## src/rtl/puf_pkg.sv

```systemverilog
// puf_pkg: shared FSM states, LFSR tap masks and counter sizing for the PUF CRP engine
package puf_pkg;
  typedef enum logic [2:0] {
    ST_IDLE, ST_PRE, ST_LAUNCH, ST_SETTLE, ST_SAMPLE, ST_EMIT, ST_DONE
  } state_e;
  function automatic logic [127:0] lfsr_taps(input int n);
    logic [127:0] t;
    t = '0;
    case (n)
      32: begin t[31] = 1'b1; t[21] = 1'b1; t[1] = 1'b1; t[0] = 1'b1; end
      64: begin t[63] = 1'b1; t[62] = 1'b1; t[60] = 1'b1; t[59] = 1'b1; end
      128: begin t[127] = 1'b1; t[125] = 1'b1; t[100] = 1'b1; t[98] = 1'b1; end
      default: t = '0;
    endcase
    return t;
  endfunction
  function automatic int cnt_w(input int nchal, input int reps);
    return $clog2(nchal * reps + 1);
  endfunction
endpackage

```

## src/rtl/puf_crp_engine_lfsr.sv

```systemverilog
// lfsr_chal_gen: Fibonacci shift-left challenge generator, reloadable to its seed
module lfsr_chal_gen
  import puf_pkg::*;
#(
  parameter int N = 64,
  parameter logic [N-1:0] SEED = N'(1)
) (
  input  logic         clk,
  input  logic         rst,
  input  logic         load,
  input  logic         adv,
  output logic [N-1:0] chal
);
  localparam logic [N-1:0] TAPS = N'(lfsr_taps(N));
  localparam logic [N-1:0] S0 = (SEED == '0) ? N'(1) : SEED;
  if (!(N == 32 || N == 64 || N == 128)) begin : g_bad_n
    $error("lfsr_chal_gen: N must be 32, 64 or 128");
  end
  logic [N-1:0] s_q, s_d;
  always_comb s_d = load ? S0 : adv ? {s_q[N-2:0], ^(s_q & TAPS)} : s_q;
  always_ff @(posedge clk)
    if (rst) s_q <= S0;
    else s_q <= s_d;
  assign chal = s_q;
endmodule

```

## src/rtl/puf_crp_engine.sv

```systemverilog
// puf_crp_engine: launches LFSR challenges at arbiter PUFs, majority-votes repeated samples,
// streams CRPs over valid/ready and accumulates uniformity/reliability/uniqueness counters
module puf_crp_engine
  import puf_pkg::*;
#(
  parameter int N = 64,
  parameter int NUM_CH = 2,
  parameter int NUM_CHAL = 512,
  parameter int REPEATS = 5,
  parameter int LAUNCH_W = 1,
  parameter int SETTLE = 4,
  parameter logic [N-1:0] SEED = N'(1),
  localparam int CW = cnt_w(NUM_CHAL, REPEATS)
) (
  input  logic                 clk,
  input  logic                 rst,
  input  logic                 start,
  output logic                 busy,
  output logic                 done,
  output logic                 puf_launch,
  output logic [N-1:0]         puf_chal,
  input  logic [NUM_CH-1:0]    puf_resp,
  output logic                 crp_valid,
  input  logic                 crp_ready,
  output logic [N-1:0]         crp_chal,
  output logic [NUM_CH-1:0]    crp_resp,
  output logic [NUM_CH-1:0]    crp_unstable,
  output logic [NUM_CH*CW-1:0] ones_cnt,
  output logic [NUM_CH*CW-1:0] stable_cnt,
  output logic [NUM_CH*CW-1:0] diff_cnt
);
  localparam int VW = $clog2(REPEATS + 1);
  localparam int TW = $clog2(LAUNCH_W + SETTLE + 1);
  localparam int HW = $clog2(NUM_CHAL + 1);
  state_e state_q, state_d;
  logic [TW-1:0] cyc_q, cyc_d;
  logic [VW-1:0] rep_q, rep_d;
  logic [HW-1:0] idx_q, idx_d;
  logic [NUM_CH-1:0] meta_q, sync_q, first_q, first_d, resp;
  logic [VW-1:0] votes_q [NUM_CH];
  logic [VW-1:0] votes_d [NUM_CH];
  logic [CW-1:0] ones_q [NUM_CH];
  logic [CW-1:0] ones_d [NUM_CH];
  logic [CW-1:0] stable_q [NUM_CH];
  logic [CW-1:0] stable_d [NUM_CH];
  logic [CW-1:0] diff_q [NUM_CH];
  logic [CW-1:0] diff_d [NUM_CH];
  logic [N-1:0] chal_q, chal_d;
  logic go, last_rep, adv;
  assign go = state_q == ST_IDLE && start;
  assign last_rep = rep_q == VW'(REPEATS - 1);
  assign adv = state_q == ST_SAMPLE && last_rep;
  lfsr_chal_gen #(.N(N), .SEED(SEED)) u_lfsr (
    .clk(clk), .rst(rst), .load(go), .adv(adv), .chal(puf_chal)
  );
  for (genvar k = 0; k < NUM_CH; k++) begin : g_ch
    assign resp[k] = int'(votes_q[k]) * 2 > REPEATS;
    assign crp_unstable[k] = votes_q[k] != '0 && votes_q[k] != VW'(REPEATS);
    assign ones_cnt[k*CW +: CW] = ones_q[k];
    assign stable_cnt[k*CW +: CW] = stable_q[k];
    assign diff_cnt[k*CW +: CW] = diff_q[k];
  end
  assign busy = state_q != ST_IDLE && state_q != ST_DONE;
  assign done = state_q == ST_DONE;
  assign puf_launch = state_q == ST_LAUNCH;
  assign crp_valid = state_q == ST_EMIT;
  assign crp_chal = chal_q;
  assign crp_resp = resp;
  always_comb begin
    state_d = state_q;
    cyc_d = cyc_q;
    rep_d = rep_q;
    idx_d = idx_q;
    first_d = first_q;
    chal_d = chal_q;
    votes_d = votes_q;
    ones_d = ones_q;
    stable_d = stable_q;
    diff_d = diff_q;
    case (state_q)
      ST_IDLE: if (start) begin
        state_d = ST_PRE;
        rep_d = '0;
        idx_d = '0;
        for (int k = 0; k < NUM_CH; k++) begin
          votes_d[k] = '0;
          ones_d[k] = '0;
          stable_d[k] = '0;
          diff_d[k] = '0;
        end
      end
      ST_PRE: begin
        state_d = ST_LAUNCH;
        cyc_d = '0;
      end
      ST_LAUNCH: begin
        state_d = cyc_q == TW'(LAUNCH_W - 1) ? ST_SETTLE : ST_LAUNCH;
        cyc_d = cyc_q == TW'(LAUNCH_W - 1) ? '0 : cyc_q + TW'(1);
      end
      ST_SETTLE: begin
        state_d = cyc_q == TW'(SETTLE - 1) ? ST_SAMPLE : ST_SETTLE;
        cyc_d = cyc_q + TW'(1);
      end
      ST_SAMPLE: begin
        // repeat 0 is the reference each later repeat is scored against
        for (int k = 0; k < NUM_CH; k++) begin
          votes_d[k] = votes_q[k] + VW'(sync_q[k]);
          if (rep_q != '0 && sync_q[k] == first_q[k]) stable_d[k] = stable_q[k] + CW'(1);
        end
        first_d = rep_q == '0 ? sync_q : first_q;
        state_d = last_rep ? ST_EMIT : ST_PRE;
        rep_d = last_rep ? '0 : rep_q + VW'(1);
        chal_d = last_rep ? puf_chal : chal_q;
      end
      ST_EMIT: if (crp_ready) begin
        for (int k = 0; k < NUM_CH; k++) begin
          ones_d[k] = ones_q[k] + CW'(resp[k]);
          diff_d[k] = diff_q[k] + CW'(resp[k] ^ resp[0]);
          votes_d[k] = '0;
        end
        state_d = idx_q == HW'(NUM_CHAL - 1) ? ST_DONE : ST_PRE;
        idx_d = idx_q + HW'(1);
      end
      ST_DONE: state_d = ST_IDLE;
      default: state_d = ST_IDLE;
    endcase
  end
  always_ff @(posedge clk) begin
    if (rst) begin
      state_q <= ST_IDLE;
      cyc_q <= '0;
      rep_q <= '0;
      idx_q <= '0;
      meta_q <= '0;
      sync_q <= '0;
      first_q <= '0;
      chal_q <= '0;
      votes_q <= '{default: '0};
      ones_q <= '{default: '0};
      stable_q <= '{default: '0};
      diff_q <= '{default: '0};
    end else begin
      state_q <= state_d;
      cyc_q <= cyc_d;
      rep_q <= rep_d;
      idx_q <= idx_d;
      meta_q <= puf_resp;
      sync_q <= meta_q;
      first_q <= first_d;
      chal_q <= chal_d;
      votes_q <= votes_d;
      ones_q <= ones_d;
      stable_q <= stable_d;
      diff_q <= diff_d;
    end
  end
endmodule

```

## config.mk

```make
export PLATFORM = sky130hd
export DESIGN_NAME = puf_crp_engine
export DESIGN_NICKNAME = d
export VERILOG_FILES = /design/src/rtl/puf_pkg.sv /design/src/rtl/puf_crp_engine_lfsr.sv /design/src/rtl/puf_crp_engine.sv
export SDC_FILE = /design/constraint.sdc
export NUM_CORES = 1
export LEC_CHECK = 0
export ABC_AREA = 1
export CAP_MARGIN = 20
export CORE_MARGIN = 2
export CORE_UTILIZATION = 40
export CTS_BUF_LIST = sky130_fd_sc_hd__clkbuf_8
export DETAILED_ROUTE_END_ITERATION = 12
export PLACE_DENSITY = 0.67
export SETUP_SLACK_MARGIN = 0.05
export SLEW_MARGIN = 10
export SYNTH_ARGS = -nofsm -noshare
export SYNTH_HDL_FRONTEND = slang
export SYNTH_SLANG_ARGS = --single-unit
```

## constraint.sdc

```tcl
create_clock -name clk -period 4 [get_ports clk]
set_input_delay 0.6 -clock clk [delete_from_list [all_inputs] [get_ports clk]]
set_output_delay 0.6 -clock clk [all_outputs]
set_load 0.01 [all_outputs]
```

== Word-level counts from Yosys, hierarchy flattened ==
Index checks and enable logic that the tools add are counted.

* Reduce and logical (&&, ||, !) cells: 28
* Add/subtract/negate cells: 11
* Muxes and demuxes: 26
* $lt $le $gt $ge: 2
* Equal/unequal tests: 18
* Bitwise gates (word level): 2

{| class="wikitable"
|+ Operators with widths
! kind !! number
|-
| $pmux 24 s2 || 3
|-
| $mux 24 || 3
|-
| $reduce_xor 64->1 || 1
|-
| $add 12x1->12 || 4
|-
| $add 12x1->12 const B || 2
|-
| $mux 12 || 2
|-
| $mux 3 || 8
|-
| $mux 10 || 2
|-
| $pmux 10 s2 || 1
|-
| $pmux 3 s6 || 1
|-
| $pmux 6 s3 || 1
|-
| $reduce_bool 3->1 || 6
|-
| $eq 3x3->1 const B || 4
|-
| $mux 6 || 2
|-
| $reduce_and 3->1 || 4
|-
| $add 10x1->10 const B || 1
|-
| $eq 10x9->1 const B || 1
|-
| $eq 3x2->1 const B || 3
|-
| $logic_not 3->1 || 3
|-
| $ne 3x3->1 const B || 3
|-
| $pmux 3 s3 || 1
|-
| $gt 4x3->1 const B || 2
|-
| $reduce_and 2->1 || 4
|-
| $logic_and 1x1->1 || 7
|-
| other kinds (11) || 18
|}

* Input port bits: 6
* Flip-flop bits (word level): 231
* Word-level logic and storage cells: 104

== Logic depth before layout (Yosys ltp) ==
Gate-level depths: netlist (run 1).

* Depth in word-level cells: 5
* Mapped depth: 11
* Mapped depth without buffers: 11

== Hierarchy ==
A second synthesis (run 1) with hierarchy kept.

* Cells, all modules: 1295
* Area total of the unflattened synthesis: 9237.6 sq um

{| class="wikitable"
|+ By module, submodules not included
! module !! times used !! area each (sq um) !! cells each
|-
| puf_crp_engine || 1 || 6921.6 || 1004
|-
| lfsr_chal_gen || 1 || 2316.0 || 291
|}

== Worst setup path after synthesis (run 1) ==
Ideal clock, no wire load.

* Path kind: register -> register
* Start point: register votes_q[4] in the netlist's numbering
* End point: register diff_q, in the netlist diff_cnt[19]
* Required time: 3887 ps
* Setup time: 113 ps
* Stages on the path, launching flop included: 10
* Data arrival time: 1602 ps
* Path buffers: 0
* Path slack: 2285 ps
* Path through: dfxtp_1 a21o_1 xor2_1 ha_1 nand3_1 nor3_1 nor3b_1 nand2_1 nand2_1 nor2_1

* Longest elaborated chain between the ends: 5

{| class="wikitable"
|+ Ends and longest elaborated chain
! item !! line !! source
|-
| from (decl) || puf_crp_engine.sv:40 || <nowiki>logic [VW-1:0] votes_q [NUM_CH];</nowiki>
|-
| from (signal assigned) || puf_crp_engine.sv:151 || <nowiki>votes_q <= votes_d;</nowiki>
|-
| $gt 4x3->1 || puf_crp_engine.sv:57 || <nowiki>assign resp[k] = int'(votes_q[k]) * 2 > REPEATS;</nowiki>
|-
| named net crp_resp[0] || puf_crp_engine.sv:26 || <nowiki>output logic [NUM_CH-1:0] crp_resp,</nowiki>
|-
| $xor 1x1->1 || puf_crp_engine.sv:118 || <nowiki>diff_d[k] = diff_q[k] + CW'(resp[k] ^ resp[0]);</nowiki>
|-
| $add 12x1->12 || puf_crp_engine.sv:118 ||
|-
| $mux 24 || puf_crp_engine.sv:115 || <nowiki>ST_EMIT: if (crp_ready) begin</nowiki>
|-
| $pmux 24 s2 || puf_crp_engine.sv:80 || <nowiki>case (state_q)</nowiki>
|-
| to (signal assigned) || puf_crp_engine.sv:154 || <nowiki>diff_q <= diff_d;</nowiki>
|-
| to (decl) || puf_crp_engine.sv:46 || <nowiki>logic [CW-1:0] diff_q [NUM_CH];</nowiki>
|}

The timed path passes the listed nets, and every way through them passes these cells. The select of a mux whose other input is x is not followed.
A chain may end at the register's enable or synchronous reset.

== Worst setup path after layout (run 1) ==
* Start point: register state_q[1]
* End point: output port crp_valid

* Longest elaborated chain between the ends: 1

{| class="wikitable"
|+ Ends and longest elaborated chain
! item !! line !! source
|-
| from (decl) || puf_crp_engine.sv:35 || <nowiki>state_e state_q, state_d;</nowiki>
|-
| from (signal assigned) || puf_crp_engine.sv:143 || <nowiki>state_q <= state_d;</nowiki>
|-
| $eq 3x3->1 || puf_crp_engine.sv:66 || <nowiki>assign crp_valid = state_q == ST_EMIT;</nowiki>
|-
| to (decl) || puf_crp_engine.sv:23 || <nowiki>output logic crp_valid,</nowiki>
|}

Every way passes these cells.

==> metrics.md, run 1 <==
| Metric | Value |
|---|---|
| Status | `finished, final reports clean` |
| Worst hold path cell count | `2` |
| Pins Over Slew Limit | `0` |
| Core area | `0.02182 mm^2` |
| Pwr Total | `about 4600 uW` |
| Post-route ant nets | `0` |
| Wire per inst | `13.79 um` |
| Row cnt | `54` |
| Post-layout minimum cycle time | `2670 ps` |
| Register Area | `0.004384 mm^2` |
| R2R cell count | `8` |
| WP data arrival | `between 2000 and 2500 ps` |
| Global-route wire length before repair | `38640 um` |
| CTS Buffer Depth | `3` |
| DRC violations left | `0` |
| Kind of critical path | `reg2out` |
| Max Freq | `about 370 MHz` |
| TritonCTS clock tree | `built` |
| H-tree levels | `2` |
| Largest net degree at the start of global routing | `79` |
| Largest family of logic cells by synthesized area | `simple AND/OR/NAND/NOR gates` |
| Starting Density | `40.71%` |
| Final period util | `66.76%` |
| Initial antenna violation count | `0` |
| DP HPWL | `15250 um` |
| Die width | `roughly 150 um` |
| Post-Synth Adder-Cell Area | `between 2 and 3%` |
| Pre-antenna DRT Iters | `5` |
| Die height | `between 150 and 200 um` |
| Simple logic cell fraction of the synthesized area | `26.18%` |
| Post-cts sizing count | `0` |
| Rel. slew slack | `38.28%` |
| Synth unique cells | `35` |
| MaxCap Viol Count | `0` |
| Total Nets Final | `1417` |
| Max Clock Skew | `around 26 ps` |
| Clock root cell | `clkbuf_8` |
| # port buffers | `201` |
| Final setup viols | `0` |
| Clock sink count | `219` |
| Multi-input gate area | `0.003840 mm^2` |
| Sum Neg Setup Slack | `0 ps` |
| Critical Path Sink Type | `output pin` |
| Leak pwr | `around 0.0043 uW` |
| Routed vias | `approximately 8300` |
| Clk slew on worst S/H paths | `60 ps` |
| Startpoint Class | `register` |
| Synthesized area per cell | `7.398 um^2` |
| Mapped cell area | `0.008885 mm^2` |
| Layout fillers | `approximately 2100` |
| RSZ-0062 raised after global routing | `no` |
| Post-Synth XOR/XNOR Area | `0.3943%` |
| Ant diodes | `0` |
| Post-Synthesis Cells | `1201` |
| GRT Util Overall | `about a fifth` |
| End-of-flow core utilization | `a little over half` |
| Postcts setup bufs | `0` |
| CTS Hold Bufs | `0` |
| Later-pin clock latency in the skew report | `530 ps` |
| Pwr/cell area | `391.0 mW/mm^2` |
| DR iter-0 viols | `425` |
| Mux cell area share after synthesis | `0%` |
| Synth Area in Compound Gates | `13.52%` |
| Worst-Margin Slew | `923.7 ps` |
| Share of layout cells above drive strength 1 | `under 10%` |
| Fin. Hold Viols | `0` |
| Ys Warns | `0` |
| Crit path max fanout | `9` |
| Min-delay worst type | `reg2reg` |
| Seq cells post-synth | `219` |
| Final WL | `around 23000 um` |
| Inserted Clock Buffers | `38` |
| Gr ovfl total | `0` |
| Die area | `0.02342 mm^2` |
| Worst-case vdd ir drop | `0.0002630 V` |
| DR vias/cell | `4.879` |
| Post-synthesis sequential area ratio | `49.35%` |
| Number of global-route vias before repair | `7945` |
| Worst EP required | `3400 ps` |
| GPL Wtd Cong | `0.7907` |
| Area growth from synthesis to layout | `32.47%` |
| I/O pin count | `214` |
## worst max-delay path, stage by stage (launching register included)
cell	delay, ps
dfxtp_1	370
inv_1	130
nand3_2	150
clkinv_1	310
clkdlybuf4s50_1	580
## report_power, final
part | internal (uW) | leakage (uW) | total [uW] | switching (uW)
clock | 1240 | 0.000451 | 2160 | 917
combinational | 54.9 | 0.00209 | 247 | 192
sequential | 2190 | 0.00176 | 2200 | 8.79
total | 3480 | 0.00430 | 4600 | 1120
## state kept, by name, indices dropped and copies added (netlist names)
name         count
sync_q           2
cyc_q            3
ones_cnt        24
state_q          3
u_lfsr.chal     64
meta_q           2
first_q          2
votes_q          6
idx_q           10
diff_cnt        12
stable_cnt      24
rep_q            3
crp_chal        64
## layout by cell type (no fill, tap or decap), drive strengths merged, types with 2 or more instances in the layout
| cell type | count |
|---|---|
| ha | 18 |
| clkinv | 7 |
| nand3b | 2 |
| nor2 | 110 |
| nand4 | 18 |
| buf | 7 |
| nor3 | 16 |
| or2 | 2 |
| xnor2 | 3 |
| o21ai | 31 |
| a21o | 3 |
| a21oi | 193 |
| inv | 99 |
| bufinv | 3 |
| clkbuf | 46 |
| conb | 12 |
| clkdlybuf4s50 | 200 |
| nand3 | 50 |
| nand2 | 368 |
| a31oi | 4 |
| dfxtp | 219 |
## logic make-up after synthesis
family | count (synthesis)
AND/OR/NAND/NOR | 568
AO/OA/AOI/OAI | 235
flip-flops | 219
buffers and inverters | 156
adder cells (fa/ha/maj) | 18
XOR/XNOR | 4
other | 1
## stage by stage
stage | instances | hold WS, ps | instance area [um^2] | setup slack, ps
3_3_place_gp | 1633 | 389.8 | 10970 | 1308
3_5_place_dp | 1633 | 395.4 | 10970 | 1271
2_1_floorplan | 1212 | 388.3 | 8926 | 2285
4_1_cts | 1698 | 406.5 | 11770 | 1279
5_1_grt | 1698 | 432.2 | 11770 | 1210
6_report | 1698 | 406.1 | 11770 | 1330
## cell type report
type / count / share of cell area (%)
inverter: 90 / 2.881
timing repair buffer: 207 / 17.46
multi-input combinational: 837 / 32.62
clock inverter: 19 / 1.435
sequential: 219 / 37.25
tap: 280 / 2.977
clock buffer: 46 / 5.379
## synth_stat cells
cell type | count | area, um^2
nand2_1 | 363 | 1363
dfxtp_1 | 219 | 4384
a21oi_1 | 193 | 965.9
nor2_1 | 106 | 397.9
inv_1 | 84 | 315.3
nand3_1 | 48 | 240.2
o21ai_0 | 25 | 125.1
buf_2 | 24 | 120.1
buf_4 | 23 | 172.7
ha_1 | 18 | 225.2
nand4_1 | 18 | 112.6
clkbuf_1 | 17 | 63.81
nor3_1 | 16 | 80.08
o21ai_1 | 6 | 30.03
inv_2 | 5 | 18.77
nand2_2 | 5 | 31.28
a31oi_1 | 4 | 25.02
a21o_1 | 3 | 22.52
nor2_4 | 3 | 33.78
xnor2_1 | 3 | 26.28
nand3_2 | 2 | 20.02
nand3b_1 | 2 | 15.01
or2_2 | 2 | 12.51
a211oi_1 | 1 | 7.510
and3_1 | 1 | 6.260
buf_1 | 1 | 3.750
buf_6 | 1 | 11.26
clkinv_1 | 1 | 3.750
conb_1 | 1 | 3.750
nor2_2 | 1 | 6.260
nor3b_1 | 1 | 7.510
o211a_1 | 1 | 10.01
o21bai_1 | 1 | 7.510
o31ai_1 | 1 | 7.510
xor2_1 | 1 | 8.760
## per-layer routing
| metal | wire length [um] | global-route usage (%) | share of wire, % | up-vias |
|---|---|---|---|---|
| li1 | - | - | - | 4248 |
| met1 | 10350 | 24.08 | 44 | 3791 |
| met2 | 10420 | 30.97 | 44 | 213 |
| met3 | 2174 | 8.392 | 9.3 | 32 |
| met4 | 471 | 6.702 | 2.0 | 0 |
| met5 | 0 | 0 | 0 | - |
## final timing paths
kind                   start      endpoint  slack, ps
setup / recovery  state_q[1]     crp_valid       1330
hold / removal     meta_q[1]     sync_q[1]        410
setup reg to reg  state_q[0]  crp_chal[15]       1530
hold reg to reg    meta_q[1]     sync_q[1]        410
No activity file was read; power rests on OpenSTA's default activity.
==> run 2, diff against run 1 <==
clock period = 2.75 ns   (was 4 ns; I/O delays follow)
==> run 2 against run 1 <==
  * Total power rose by 45%
  * Clock-buffer cell count rose by 6
  * First-iteration DRC count rose by 0.71%
  * Global-route usage rose by 0.22 points
  * Hold slack got worse by 15 ps
  * Setup slack got worse by 1100 ps
  * Largest power group unchanged
==> metrics.md, run 2 (synthesis gave the netlist of run 1 again) <==
| Metric | Value |
|---|---|
| DR vias/cell | `4.920 (was 4.879)` |
| Worst-Margin Slew | `1065 ps (was 923.7 ps)` |
| Leak pwr | `0.004339 uW (was 0.004301 uW)` |
| Final WL | `23600 um (was 23420 um)` |
| H-tree levels | `2 (unchanged)` |
| End of the worst hold path | `stable_cnt[1] (was sync_q[1])` |
| Startpoint Class | `register (unchanged)` |
| Number of global-route vias before repair | `8103 (was 7945)` |
| GR Layer Usage met3 | `9.243% (was 8.392%)` |
| Row cnt | `54 (unchanged)` |
| Clock sink count | `219 (unchanged)` |
| Setup slack of the most critical reg-to-reg path | `770 ps (was 1530 ps)` |
| Routed vias | `8384 (was 8284)` |
| Crit path max fanout | `8 (was 9)` |
| Kind of critical path | `reg2out (unchanged)` |
| Post-layout minimum cycle time | `2521 ps` |
| Largest net degree at the start of global routing | `93 (was 79)` |
| Min-delay worst type | `in2reg (was reg2reg)` |
| R2R Path End | `diff_cnt[19] (was crp_chal[15])` |
| Post-cts sizing count | `0 (unchanged)` |
| Postcts setup bufs | `0 (unchanged)` |
| Ant diodes | `0 (unchanged)` |
| DR iter-0 viols | `428 (was 425)` |
| Pwr Total | `6679 uW (was 4602 uW)` |
| Core area | `0.02182 mm^2 (unchanged)` |
| WP data arrival | `2110 ps (was 2070 ps)` |
| Rel. slew slack | `28.97% (was 38.28%)` |
| GPL Wtd Cong | `0.7888 (was 0.7907)` |
| Fin worst setup slack | `229.4 ps (was 1330 ps)` |
| Total Nets Final | `1423 (was 1417)` |
| Area growth from synthesis to layout | `33.52% (was 32.47%)` |
| Sum Neg Setup Slack | `0 ps (unchanged)` |
| CTS Buffer Depth | `3 (unchanged)` |
| Clock root cell | `clkbuf_8 (unchanged)` |
| Fin. Hold Viols | `0 (unchanged)` |
| Pwr/cell area | `563.0 mW/mm^2 (was 391.0 mW/mm^2)` |
| I/O pin count | `214 (unchanged)` |
| Status | `finished, final reports clean (unchanged)` |
| Global-route wire length before repair | `39300 um (was 38640 um)` |
| Met1 usage | `24.21% (was 24.08%)` |
| Gr ovfl total | `0 (unchanged)` |
| Most frequent cells in the layout | `nand2_1, dfxtp_1, clkdlybuf4s50_1, a21oi_1, nor2_1 (unchanged)` |
| R2R cell count | `9 (was 8)` |
| Max Clock Skew | `18.50 ps (was 25.58 ps)` |
| DRC violations left | `0 (unchanged)` |
| Commonest non-fill, non-tap cell in the layout | `nand2_1 (unchanged)` |
| HP Start | `rst (was meta_q[1])` |
| GRT Util Overall | `19.84% (was 19.62%)` |
| Layout fillers | `2125 (was 2116)` |
| Share of layout cells above drive strength 1 | `6.250% (was 5.783%)` |
| Initial antenna violation count | `0 (unchanged)` |
| Worst hold path cell count | `5 (was 2)` |
| CTS Hold Bufs | `0 (unchanged)` |
| Inserted Clock Buffers | `39 (was 38)` |
| Worst EP required | `2340 ps (was 3400 ps)` |
| Later-pin clock latency in the skew report | `520 ps (was 530 ps)` |
| Die area | `0.02342 mm^2 (unchanged)` |
| RSZ-0062 raised after global routing | `no (unchanged)` |
| DP HPWL | `15560 um (was 15250 um)` |
| Pins Over Slew Limit | `0 (unchanged)` |
| Pre-CTS setup slack | `499.8 ps (was 1271 ps)` |
| Critical Path Sink Type | `output pin (unchanged)` |
| Wire per inst | `13.85 um (was 13.79 um)` |
| Final setup viols | `0 (unchanged)` |
| Die width | `153.0 um (unchanged)` |
| Worst r2r src | `votes_q[1] (was state_q[0])` |
| Max Freq | `396.7 MHz` |
| Pre-antenna DRT Iters | `4 (was 5)` |
| TritonCTS clock tree | `built (unchanged)` |
| # port buffers | `201 (unchanged)` |
| MaxCap Viol Count | `0 (unchanged)` |
| Hold WS | `390.6 ps (was 406.1 ps)` |
| Worst-case vdd ir drop | `0.0003982 V (was 0.0002630 V)` |
| Starting Density | `40.71% (unchanged)` |
| Clk slew on worst S/H paths | `60 ps (about the same)` |
| Final period util | `91.66%` |
| Post-route ant nets | `0 (unchanged)` |
| Met2 usage | `31.53% (was 30.97%)` |
| Die height | `153.0 um (unchanged)` |
| GRT Max-Usage Layer | `met2 (unchanged)` |
## run 2: changes by cell type in the layout (fill, tap and decap cells not counted)
cell and delta:
inv_8 -1, buf_4 +1, buf_12 +4, bufinv_16 -2, inv_1 -1, clkbuf_8 +6
clkinvlp_4 +1, clkinv_2 -2
## run 2: power by group
part,internal (uW),switching (uW)
logic,96.8,287
registers,3180,13.1
clock network,1780,1320
total,5060,1620
## run 2: worst max path at each step
| stage | from | end | slack (ps) | cells after the start |
|---|---|---|---|---|
| global placement | start | votes_q[1] | 500 | 7 |
| floorplan | votes_q[4] | diff_cnt[19] | 1030 | 9 |
| finish | state_q[2] | done | 230 | 3 |
| detailed placement | start | votes_q[1] | 500 | 7 |
| CTS | state_q[2] | done | 190 | 3 |
| global route | state_q[2] | done | 110 | 3 |
## run 2: cell type report
type | instances | area [um^2] | share of cell area (%)
Clock buffer | 52 | 715.7 | 6.033
Clock inverter | 14 | 91.34 | 0.7700
Inverter | 90 | 339.1 | 2.858
Multi-Input combinational cell | 837 | 3840 | 32.37
Sequential cell | 219 | 4384 | 36.96
Tap cell | 280 | 350.3 | 2.953
Timing Repair Buffer | 212 | 2142 | 18.06
## run 2: metal layers
metal	vias to the layer above	part of all wire [%]	wire (um)
met4	0	1.5	361
met1	3866	44	10320
met3	28	10	2351
met5	-	0	0
li1	4260	-	-
met2	230	45	10560
## run 2: worst max-delay path, stage by stage (launching register included)
cell and delay [ps]:
dfxtp_1 510, inv_1 190, nor3_1 290, clkdlybuf4s50_1 600
## run 2: per-stage QoR
stage,util (%),std cells,instance area [um^2]
finish,54.36,1704,11860
global route,54.36,1704,11860
CTS,54.36,1704,11860
detailed placement,50.66,1638,11060
global placement,50.66,1638,11060
floorplan,-,1212,8926
